## src/rtl/instr_encoder.sv

```systemverilog
// rtl/instr_encoder.sv - packs decoded instruction descriptions into RV32I words and writes them to imem
module instr_encoder #(
    parameter int ADDR_W    = 6,
    parameter int BASE_ADDR = 0
) (
    input  logic              clk,
    input  logic              rst_n,
    input  logic              start,
    input  logic              in_valid,
    output logic              in_ready,
    input  logic [3:0]        in_op,
    input  logic [2:0]        in_funct3,
    input  logic              in_f7b5,
    input  logic [4:0]        in_rd,
    input  logic [4:0]        in_rs1,
    input  logic [4:0]        in_rs2,
    input  logic [31:0]       in_imm,
    output logic              mem_we,
    output logic [ADDR_W-1:0] mem_addr,
    output logic [31:0]       mem_wdata,
    output logic [ADDR_W:0]   count,
    output logic              full,
    output logic              err
);

    typedef enum logic [1:0] {
        S_IDLE,
        S_RUN,
        S_FULL
    } state_t;

    localparam logic [3:0] OP_LOAD   = 4'd0;
    localparam logic [3:0] OP_STORE  = 4'd1;
    localparam logic [3:0] OP_RTYPE  = 4'd2;
    localparam logic [3:0] OP_BRANCH = 4'd3;
    localparam logic [3:0] OP_ITYPE  = 4'd4;
    localparam logic [3:0] OP_LUI    = 4'd5;
    localparam logic [3:0] OP_AUIPC  = 4'd6;
    localparam logic [3:0] OP_JALR   = 4'd7;
    localparam logic [3:0] OP_JAL    = 4'd8;

    localparam logic [ADDR_W-1:0] LAST_ADDR = {ADDR_W{1'b1}};
    localparam logic [ADDR_W-1:0] BASE      = ADDR_W'(BASE_ADDR);

    state_t            state;
    state_t            next_state;
    logic [ADDR_W-1:0] ptr;
    logic [31:0]       word;
    logic              legal;
    logic              accept;
    logic              at_last;

    assign accept  = in_valid & in_ready;
    assign at_last = (ptr == LAST_ADDR);
    assign full    = (state == S_FULL);

    // Encode the request into an instruction word and classify it as legal or not
    always_comb begin
        word  = '0;
        legal = 1'b1;
        case (in_op)
            OP_LOAD:   word = {in_imm[11:0], in_rs1, in_funct3, in_rd, 7'b0000011};
            OP_STORE:  word = {in_imm[11:5], in_rs2, in_rs1, in_funct3, in_imm[4:0], 7'b0100011};
            OP_RTYPE:  word = {1'b0, in_f7b5, 5'b00000, in_rs2, in_rs1, in_funct3, in_rd, 7'b0110011};
            OP_BRANCH: begin
                word  = {in_imm[12], in_imm[10:5], in_rs2, in_rs1, in_funct3,
                         in_imm[4:1], in_imm[11], 7'b1100011};
                legal = (in_funct3[2:1] != 2'b01);
            end
            OP_ITYPE: begin
                // Shift-immediates carry funct7 in the upper immediate bits
                if (in_funct3[1:0] == 2'b01)
                    word = {1'b0, in_f7b5, 5'b00000, in_imm[4:0], in_rs1, in_funct3, in_rd, 7'b0010011};
                else
                    word = {in_imm[11:0], in_rs1, in_funct3, in_rd, 7'b0010011};
            end
            OP_LUI:    word = {in_imm[31:12], in_rd, 7'b0110111};
            OP_AUIPC:  word = {in_imm[31:12], in_rd, 7'b0010111};
            OP_JALR:   word = {in_imm[11:0], in_rs1, 3'b000, in_rd, 7'b1100111};
            OP_JAL:    word = {in_imm[20], in_imm[10:1], in_imm[11], in_imm[19:12], in_rd, 7'b1101111};
            default:   legal = 1'b0;
        endcase
    end

    // State register
    always_ff @(posedge clk or negedge rst_n) begin
        if (!rst_n)
            state <= S_IDLE;
        else
            state <= next_state;
    end

    // Next-state and handshake logic; start re-arms from any state
    always_comb begin
        next_state = state;
        in_ready   = 1'b0;
        if (start) begin
            next_state = S_RUN;
        end else begin
            case (state)
                S_RUN: begin
                    in_ready = 1'b1;
                    if (in_valid && legal && at_last)
                        next_state = S_FULL;
                end
                default: next_state = state;
            endcase
        end
    end

    // Write port, pointer, count and sticky error
    always_ff @(posedge clk or negedge rst_n) begin
        if (!rst_n) begin
            mem_we    <= 1'b0;
            mem_addr  <= '0;
            mem_wdata <= '0;
            ptr       <= '0;
            count     <= '0;
            err       <= 1'b0;
        end else begin
            mem_we <= accept & legal;
            if (accept && legal) begin
                mem_addr  <= ptr;
                mem_wdata <= word;
            end
            if (start) begin
                ptr   <= BASE;
                count <= '0;
                err   <= 1'b0;
            end else if (accept) begin
                if (legal) begin
                    if (!at_last)
                        ptr <= ptr + 1'b1;
                    count <= count + 1'b1;
                end else begin
                    err <= 1'b1;
                end
            end
        end
    end

endmodule

```

## config.mk

```make
export PLATFORM = sky130hd
export DESIGN_NAME = instr_encoder
export DESIGN_NICKNAME = d
export VERILOG_FILES = /design/src/rtl/instr_encoder.sv
export SDC_FILE = /design/constraint.sdc
export NUM_CORES = 1
export LEC_CHECK = 0
export ABC_AREA = 1
export CAP_MARGIN = 20
export CORE_ASPECT_RATIO = 0.9
export CORE_MARGIN = 3
export CORE_UTILIZATION = 46
export DETAILED_ROUTE_END_ITERATION = 7
export PLACE_DENSITY = 0.81
export SLEW_MARGIN = 5
export SYNTH_ARGS = -nofsm -noshare
export SYNTH_HDL_FRONTEND = slang
export SYNTH_SLANG_ARGS = --single-unit
```

## constraint.sdc

```tcl
create_clock -name clk -period 2.1 [get_ports clk]
set_clock_uncertainty 0.1 [all_clocks]
set_input_delay 0.42 -clock clk [delete_from_list [all_inputs] [get_ports clk]]
set_output_delay 0.42 -clock clk [all_outputs]
set_load 0.02 [all_outputs]
```

==> flow_summary_export.csv, run 1 <==
group,metric,value,unit
run_status,status,"complete, no violations",
drt,drtIter0Drc,210,
yosys,synth_top_area_share,42.5,%
yosys,async_flop_share,100,%
die,die_width,93.7,um
timing,worst_pin_slew,0.454,ns
yosys,synthAdderAreaFrac,0.786,%
die,std_cell_rows,28,
hold_path,hold_end,"mem_wdata[8]",
setup_path,crit_type,"reg2out",
yosys,yosysSeqAreaShare,42.5,%
drt,via_count,3559,
yosys,synthesis.nets,538,
die,core-area,6660,um^2
hold_path,hold_depth,2,
yosys,yosys-mux-area-fraction,0,%
placement,dp.cells,701,
timing,max_freq,499,MHz
yosys,synth.yosys.warnings,0,
drt,wl_per_cell,13.2,um
grt,antenna_found_initial,0,
grt,grtUsageTotal,23.5,%
clock_tree,path_clk_slew,0.11,ns
clock_tree,post_cts.repair.setup_buffers,0,
drt,dr.pass1.iters,5,
clock_tree,cts_tree,"yes",
yosys,synth-compound-area-share,3.26,%
die,die_area,7960,um^2
placement,place_hpwl,7.32,mm
drt,post-route-drc-count,0,
cells_and_area,fin_area,4740,um^2
job,max-cap-violations,0,
pwr,ir_worst_vdd,0.000353,V
pwr,p_per_area,587,nW/um^2
yosys,netlist-cell-type-count,24,
drt,detail-route-antenna-nets,0,
clock_tree,clockBufferDepth,2,
clock_tree,clock_sinks,54,
placement,gp_congestion,0.884,
clock_tree,clk_latency,0.32,ns
setup_path,start_kind,"flip-flop",
grt,grt_pass1_wl,15.2,mm
placement,place_area,4620,um^2
yosys,synthSimpleGateAreaFrac,45.9,%
grt,met3_usage,3.55,%
hold_path,hp-start,"mem_wdata[8]",
yosys,syn-cell-area,3180,um^2
yosys,syn_avg_cell_area,6.67,um^2
timing,hold_viol,0,
cells_and_area,areaGrowthSynthToFinish,48.8,%
timing,setup_violations,0,
yosys,synth_ff_type,"dfrtp_1",
cells_and_area,finalNonFillerCells,710,
setup_path,worstSetupEndpointType,"output pin",
drt,wl,9.39,mm
yosys,synth_top_area_cell,"dfrtp_1",
clock_tree,ctsRootBufferMaster,"clkbuf_8",
setup_path,r2r_slack,0.43,ns
yosys,syn_inst,477,
drt,via_per_inst,5.01,
die,dieHeight,84.9,um
timing,slew_viol_final,0,
setup_path,worstPathMaxFanout,4,
timing,rsz0062_at_grt,"no",
setup_path,cp_data_arrival_time,1.49,ns
grt,use_met2,39.3,%
yosys,synth-edff-count,0,
timing,post-route-min-period,2.01,ns
pwr,leakage,2.48,nW
clock_tree,cts_made_buffers,5,
grt,top_usage_layer,"met2",
setup_path,critical_path_required,1.58,ns
yosys,synth_area_leaders,"dfrtp_1, nand2_1, nand3_1",
timing,relSlewSlack,69.8,%
yosys,synth-xor-area-share,2.20,%
clock_tree,cts_max_level,2,
cells_and_area,finalNetCount,680,
die,start_util,47.8,%
setup_path,worstReg2RegEnd,"ptr[5]",
cells_and_area,n_antenna_cell,0,
timing,min_period_over_period,95.5,%
hold_path,holdCritPathClass,"reg2reg",
placement,place.port_buffers,107,
die,num_io_pins,108,
grt,overflow,0,
setup_path,timing.rr.start,"ptr[0]",
yosys,synth_top_family_by_area,"simple AND/OR/NAND/NOR gates",
grt,gr-usage-met1,32.0,%
yosys,synth-seq-cells,54,
grt,grt_max_degree,36,
setup_path,worstRegToRegCells,7,
grt,grt_pass1_vias,3280,
cells_and_area,drive_gt1_share,10.0,%
## final cells by class
type	count	area, um^2
Timing Repair Buffer	149	1420
Multi-Input combinational cell	385	1660
Inverter	24	90.1
Fill cell	579	1920
Sequential cell	54	1350
Tap cell	90	113
Clock buffer	6	82.6
Clock inverter	2	16.3
## cell usage after synthesis, types with 2 or more instances
master / instances
nor2_4: 2
nand4_1: 7
nor2_1: 38
nor3_1: 3
nand2_2: 2
nand2_1: 251
buf_4: 7
buf_2: 3
o21ai_0: 9
xor2_1: 7
dfrtp_1: 54
ha_1: 2
nand3_1: 48
inv_1: 20
a21oi_1: 3
clkbuf_1: 4
o21ai_1: 7
inv_2: 4
## routing by layer
metal / vias to the layer above / part of all wire [%] / wire, um
li1: 1779 / - / -
met1: 1633 / 45 / 4230
met2: 134 / 47 / 4380
met3: 13 / 6.6 / 616
met4: 0 / 1.7 / 161
met5: - / 0 / 0
## cells by family after synthesis
| group | Yosys count |
|---|---|
| adders and majority gates | 2 |
| xor gates and xnor gates | 8 |
| DFF | 54 |
| AOI/OAI and AO/OA | 20 |
| buffers and inverters | 38 |
| and+or+nand+nor | 355 |
## where the power goes
| group | switching (mW) | total (mW) | leakage, nW | internal, mW |
|---|---|---|---|---|
| combinational | 0.465 | 0.902 | 1.72 | 0.438 |
| clock | 0.369 | 0.642 | 0.0478 | 0.272 |
| sequential | 0.0768 | 1.23 | 0.716 | 1.16 |
## flip-flops by register name (all words and copies together) (netlist names)
name	cells
mem_we	1
mem_addr	6
err	1
ptr	6
mem_wdata	31
state	2
count	7
## cells in the final DEF, fill, tap and decap left out
cell type and n:
nand2_1 251, clkdlybuf4s50_1 105, dfrtp_1 54, nand3_1 48, nor2_1 38, buf_4 38, inv_1 20, o21ai_0 9
o21ai_1 7, nand4_1 7, xor2_1 7, clkbuf_8 6, inv_2 4, nor3_1 3, a21oi_1 3, buf_12 3
nand2_2 2, nor2_4 2, ha_1 2, o21ai_2 1, nor2_2 1, nand3_4 1, nand2_4 1, or2_1 1
xnor2_1 1, clkinvlp_4 1, inv_6 1, dlygate4sd3_1 1, buf_2 1, dlymetal6s2s_1 1
## worst max-delay path, stage by stage, from the launching register on
cell and delay [ns]:
dfrtp_1 0.43, nor2_1 0.12, clkdlybuf4s50_1 0.62
## per-stage QoR
step / setup slack, ns / power (mW) / hold WS, ns / setup TNS [ns] / utilization (%)
after floorplan: 0.452 / 1.64 / 0.0244 / 0 / -
after global placement: -0.0420 / 2.14 / 0.288 / -0.456 / 69.5
after detailed placement: -0.125 / 2.15 / 0.293 / -1.76 / 69.5
after CTS: 0.0215 / 2.79 / 0.391 / 0 / 71.1
after global routing: 0.0359 / 2.91 / 0.409 / 0 / 71.1
final: 0.0947 / 2.78 / 0.385 / 0 / 71.1
## worst max-delay path by stage
stage          slack [ns]  cells after the start  startpoint       endpoint
3_3_place_gp        -0.04                     12    in_op[1]  mem_wdata[29]
6_report             0.09                      2    state[0]           full
4_1_cts              0.02                      3       start       in_ready
3_5_place_dp        -0.12                     12    in_op[1]  mem_wdata[26]
5_1_grt              0.04                     12    in_op[1]  mem_wdata[26]
2_1_floorplan        0.45                      7      ptr[0]         ptr[0]
## repair_timing
item                                   4_1_cts  5_1_grt
hold buffers                                 1        0
endpoints found under the hold margin       19        0
setup endpoints to repair                    0        1
gates resized for setup                      0        1
No activity file was read; power rests on OpenSTA's default activity.
==> inputs of run 2 (changes only) <==
CORE_MARGIN = not set   (was 3)
==> run 2 against run 1 <==
Against the previous run:
- count of clock-buffer cells in the layout decreased by 1
- final area about the same
- register-to-register slack improved by 0.07 ns
- critical path depth unchanged
- worst hold slack got worse by 0.00065 ns
- critical endpoint unchanged
- largest cell class unchanged
- largest power group unchanged
==> flow_summary_export.csv, run 2 (same netlist as run 1, synthesis figures left out) <==
group,metric,value,unit
run_status,status,"complete, no violations",
cells_and_area,finalNetCount,683,
setup_path,worstReg2RegEnd,"ptr[5]",
drt,drtIter0Drc,152,
die,die_width,89.7,um
hold_path,hold_end,"mem_wdata[29]",
placement,place.port_buffers,107,
timing,max_freq,503,MHz
timing,hold_viol,0,
setup_path,crit_type,"reg2out",
clock_tree,ctsRootBufferMaster,"clkbuf_8",
die,std_cell_rows,28,
die,core-area,6620,um^2
clock_tree,clk_latency,0.31,ns
grt,overflow,0,
drt,via_per_inst,4.98,
cells_and_area,fill_cells,527,
grt,antenna_found_initial,0,
cells_and_area,finalNonFillerCells,712,
timing,slew_viol_final,0,
drt,detail-route-antenna-nets,0,
cells_and_area,top_register,"mem_wdata",
drt,dr.pass1.iters,4,
timing,post-route-min-period,1.99,ns
die,start_util,48.1,%
setup_path,critical_path_required,1.58,ns
cells_and_area,n_antenna_cell,0,
die,die_area,7260,um^2
drt,post-route-drc-count,0,
die,num_io_pins,108,
hold_path,hp-start,"mem_wdata[29]",
clock_tree,cts_tree,"yes",
drt,wl,9.11,mm
setup_path,worstPathMaxFanout,4,
timing,relSlewSlack,70.5,%
drt,wl_per_cell,12.8,um
placement,gp_congestion,0.856,
pwr,p_per_area,569,nW/um^2
drt,via_count,3547,
cells_and_area,areaGrowthSynthToFinish,48.9,%
setup_path,r2r_slack,0.50,ns
grt,grt_pass1_wl,15.0,mm
clock_tree,clockBufferDepth,2,
setup_path,max_stage_delay,0.61,ns
clock_tree,clock_sinks,54,
cells_and_area,largest_reg_flops,31,
clock_tree,path_clk_slew,0.10,ns
placement,place_hpwl,7.21,mm
hold_path,holdCritPathClass,"reg2reg",
setup_path,timing.rr.start,"ptr[1]",
clock_tree,cts_made_buffers,5,
setup_path,worstRegToRegCells,7,
setup_path,worstSetupEndpointType,"output pin",
timing,worst_pin_slew,0.442,ns
grt,grt_pass1_vias,3349,
grt,grt_max_degree,36,
pwr,leakage,2.47,nW
cells_and_area,top_regs,"mem_wdata x31, count x7",
timing,setup_violations,0,
setup_path,path_cells,"nor2_1 -> clkdlybuf4s50_1",
pwr,ir_worst_vdd,0.000421,V
placement,dp.cells,704,
cells_and_area,fin_area,4740,um^2
cells_and_area,layout_common_cells,"nand2_1, clkdlybuf4s50_1, dfrtp_1, nand3_1, buf_4",
hold_path,hold_depth,2,
timing,rsz0062_at_grt,"no",
setup_path,cp_slowest_cell,"clkdlybuf4s50_1",
timing,whs,0.384,ns
clock_tree,post_cts.repair.setup_buffers,0,
cells_and_area,final_common_cell,"nand2_1",
job,max-cap-violations,0,
timing,min_period_over_period,94.7,%
grt,grtUsageTotal,26.5,%
setup_path,start_kind,"flip-flop",
setup_path,cp_data_arrival_time,1.47,ns
cells_and_area,drive_gt1_share,10.3,%
die,dieHeight,80.9,um
clock_tree,cts_max_level,2,
placement,place_area,4650,um^2
==> run 2: cell count changes in the layout (fill, tap and decap cells not counted), sizes merged <==
cell	previous run	this run
dlymetal6s2s	1	0
dlygate4sd2	0	1
buf	42	45
clkinvlp	1	2
inv	25	24
clkbuf	6	5
==> run 2: layout make-up <==
cell class / instances / area [um^2] / share of cell area [%]
Clock buffer: 5 / 68.8 / 1.45
Clock inverter: 2 / 15.0 / 0.317
Inverter: 24 / 90.1 / 1.90
Multi-Input combinational cell: 385 / 1660 / 35.0
Sequential cell: 54 / 1350 / 28.5
Tap cell: 90 / 113 / 2.38
Timing Repair Buffer: 152 / 1440 / 30.4
==> run 2: routing by layer <==
layer,vias to the layer above,share of wire [%],track usage [%]
li1,1785,-,-
met1,1634,46,35.2
met2,118,47,44.6
met3,10,5.4,4.57
met4,0,1.5,7.30
met5,-,0,0
==> run 2: how the worst max path moves through the flow <==
| stage | from | to | slack (ns) | depth (start not counted) |
|---|---|---|---|---|
| 2_1_floorplan | ptr[0] | ptr[0] | 0.45 | 7 |
| 3_3_place_gp | in_op[1] | mem_wdata[26] | -0.03 | 12 |
| 3_5_place_dp | in_op[1] | mem_wdata[31] | -0.10 | 9 |
| 4_1_cts | state[0] | full | 0.10 | 2 |
| 5_1_grt | in_op[1] | mem_wdata[27] | 0.06 | 12 |
| 6_report | state[0] | full | 0.11 | 2 |
==> run 2: what timing repair did <==
action	in CTS	in global routing
hold endpoints to repair	19	0
resized for setup	1	0
setup endpoints to repair	1	0
hold buffers	1	0
==> run 2: through the flow <==
step                util (%)  total power [mW]  setup WS (ns)  setup TNS, ns
global placement        70.2              2.14        -0.0337         -0.663
CTS                     71.6              2.71          0.104              0
global route            71.6              2.85         0.0619              0
detailed placement      70.2              2.15         -0.105          -2.33
finish                  71.6              2.70          0.112              0
floorplan                  -              1.64          0.452              0
==> run 2: critical path, delay by kind of cell, from the launching register on <==
kind | cells | cell delay, ns
and+or+nand+nor | 1 | 0.13
DFF | 1 | 0.42
buffers and inverters | 1 | 0.61
==> run 2: power breakdown <==
group	internal, mW	total [mW]	switching, mW
combinational	0.440	0.904	0.464
sequential	1.16	1.23	0.0746
clock	0.229	0.562	0.334
total	1.83	2.70	0.872
==> inputs of run 3 (changes only) <==
CORE_MARGIN = 4   (was not set)
==> run 3 against run 2 <==
Against the previous run:
- sequential cell count unchanged
- final area stayed put
- clock power increased by 22%
- critical path type unchanged
==> flow_summary_export.csv, run 3 (same netlist as run 1, synthesis figures left out) <==
group,metric,value,unit
run_status,status,"complete, no violations",
drt,wl,9.25,mm
grt,gr-usage-met1,30.1,%
drt,post-route-drc-count,0,
placement,place_hpwl,7.35,mm
drt,via_per_inst,5.00,
timing,setup_ws,0.122,ns
clock_tree,clock_sinks,54,
cells_and_area,finalNetCount,679,
pwr,ir_worst_vdd,0.000452,V
clock_tree,cts_tree,"yes",
timing,worst_pin_slew,0.330,ns
timing,hold_viol,0,
timing,relSlewSlack,77.9,%
pwr,p_per_area,594,nW/um^2
timing,max_freq,506,MHz
drt,detail-route-antenna-nets,0,
hold_path,holdCritPathClass,"reg2reg",
cells_and_area,top_register,"mem_wdata",
die,dieHeight,86.9,um
clock_tree,clockBufferDepth,2,
cells_and_area,drive_gt1_share,9.69,%
grt,use_met2,38.2,%
setup_path,max_stage_delay,0.61,ns
cells_and_area,n_antenna_cell,0,
setup_path,start_kind,"flip-flop",
setup_path,cp_data_arrival_time,1.46,ns
timing,slew_viol_final,0,
grt,top_usage_layer,"met2",
cells_and_area,areaGrowthSynthToFinish,48.9,%
timing,setup_violations,0,
die,start_util,47.8,%
timing,min_period_over_period,94.2,%
placement,place_ws,-0.0878,ns
clock_tree,post_cts.repair.setup_buffers,0,
drt,drtIter0Drc,170,
die,num_io_pins,108,
die,std_cell_rows,28,
placement,place.port_buffers,107,
clock_tree,cts_made_buffers,5,
placement,dp.cells,700,
job,max-cap-violations,0,
setup_path,path_buf_inv,1,
cells_and_area,final_common_cell,"nand2_1",
grt,grtUsageTotal,22.6,%
pwr,leakage,2.48,nW
cells_and_area,fill_cells,563,
grt,antenna_found_initial,0,
grt,met3_usage,3.72,%
grt,grt_pass1_wl,15.0,mm
cells_and_area,largest_reg_flops,31,
drt,via_count,3544,
cells_and_area,finalNonFillerCells,709,
cells_and_area,top_regs,"mem_wdata x31, count x7",
setup_path,cp_slowest_cell,"clkdlybuf4s50_1",
clock_tree,cts_max_level,2,
setup_path,path_cells,"nor2_1 -> clkdlybuf4s50_1",
setup_path,critical_path_required,1.58,ns
setup_path,worstPathMaxFanout,4,
drt,dr.pass1.iters,5,
grt,grt_max_degree,55,
die,die_width,95.7,um
timing,post-route-min-period,1.98,ns
timing,rsz0062_at_grt,"no",
clock_tree,path_clk_slew,0.10,ns
die,core-area,6660,um^2
cells_and_area,layout_common_cells,"nand2_1, clkdlybuf4s50_1, dfrtp_1, nand3_1, nor2_1",
clock_tree,ctsRootBufferMaster,"clkbuf_8",
placement,gp_congestion,0.910,
clock_tree,clk_latency,0.31,ns
die,die_area,8320,um^2
setup_path,crit_type,"reg2out",
grt,grt_pass1_vias,3310,
cells_and_area,final_util,71.2,%
setup_path,worstSetupEndpointType,"output pin",
setup_path,path_delay_family,"buffers and inverters",
grt,overflow,0,
drt,wl_per_cell,13.0,um
[run 3: changes by cell type in the layout (fill, tap and decap cells not counted)]
cell | before | now
dlygate4sd2_1 | 1 | 0
dlymetal6s2s_1 | 0 | 1
bufinv_16 | 0 | 1
buf_4 | 41 | 37
clkbuf_1 | 0 | 1
clkinvlp_4 | 2 | 1
[run 3: final cells by class]
cell class / instances / area [um^2] / area share [%]
flip-flops and latches: 54 / 1350 / 28.5
clock buffers: 6 / 72.6 / 1.53
multi-input cells: 385 / 1660 / 35.0
repair buffers: 148 / 1420 / 29.9
well taps: 90 / 113 / 2.38
inverters: 24 / 90.1 / 1.90
clock inverters: 2 / 37.5 / 0.792
[run 3: final timing paths]
kind | to | depth (start not counted) | slack [ns] | from
worst max-delay path | full | 2 | 0.12 | state[0]
worst min-delay path | mem_wdata[11] | 2 | 0.39 | mem_wdata[11]
worst max register to register | mem_wdata[8] | 8 | 0.55 | state[1]
worst min register to register | mem_wdata[11] | 2 | 0.39 | mem_wdata[11]
max in group asynchronous | mem_wdata[20] | 3 | 1.13 | rst_n
min in group asynchronous | mem_addr[3] | 3 | 0.52 | rst_n
[run 3: power by group]
part           switching (mW)  internal (mW)  total [mW]
clock                   0.328          0.356       0.684
sequential             0.0765           1.16        1.23
combinational           0.462          0.437       0.899
total                   0.866           1.95        2.82
[run 3: tightest hold or removal path, stage by stage, from the launching register on]
cell and delay (ns):
dfrtp_1 0.35, nand2_1 0.05, nand2_1 0.05
[run 3: per-stage QoR]
stage	area, um^2	hold slack [ns]	total power [mW]	setup TNS [ns]
4_1_cts	4740	0.390	2.83	0
2_1_floorplan	3180	0.0244	1.64	0
6_report	4740	0.386	2.82	0
3_5_place_dp	4620	0.334	2.15	-1.66
5_1_grt	4740	0.405	2.96	0
3_3_place_gp	4620	0.331	2.14	-0.872
[run 3: repair_timing]
| action | 4_1_cts | 5_1_grt |
|---|---|---|
| endpoints found under the hold margin | 2 | 0 |
| hold buffers | 1 | 0 |
| setup endpoints to repair | 0 | 1 |
| gates resized for setup | 0 | 1 |
[run 3: per-layer routing]
layer | up-vias | share of wire [%] | routed length [um]
li1 | 1774 | - | -
met1 | 1634 | 43 | 4020
met2 | 125 | 48 | 4470
met3 | 11 | 6.9 | 637
met4 | 0 | 1.3 | 122
met5 | - | 0 | 0
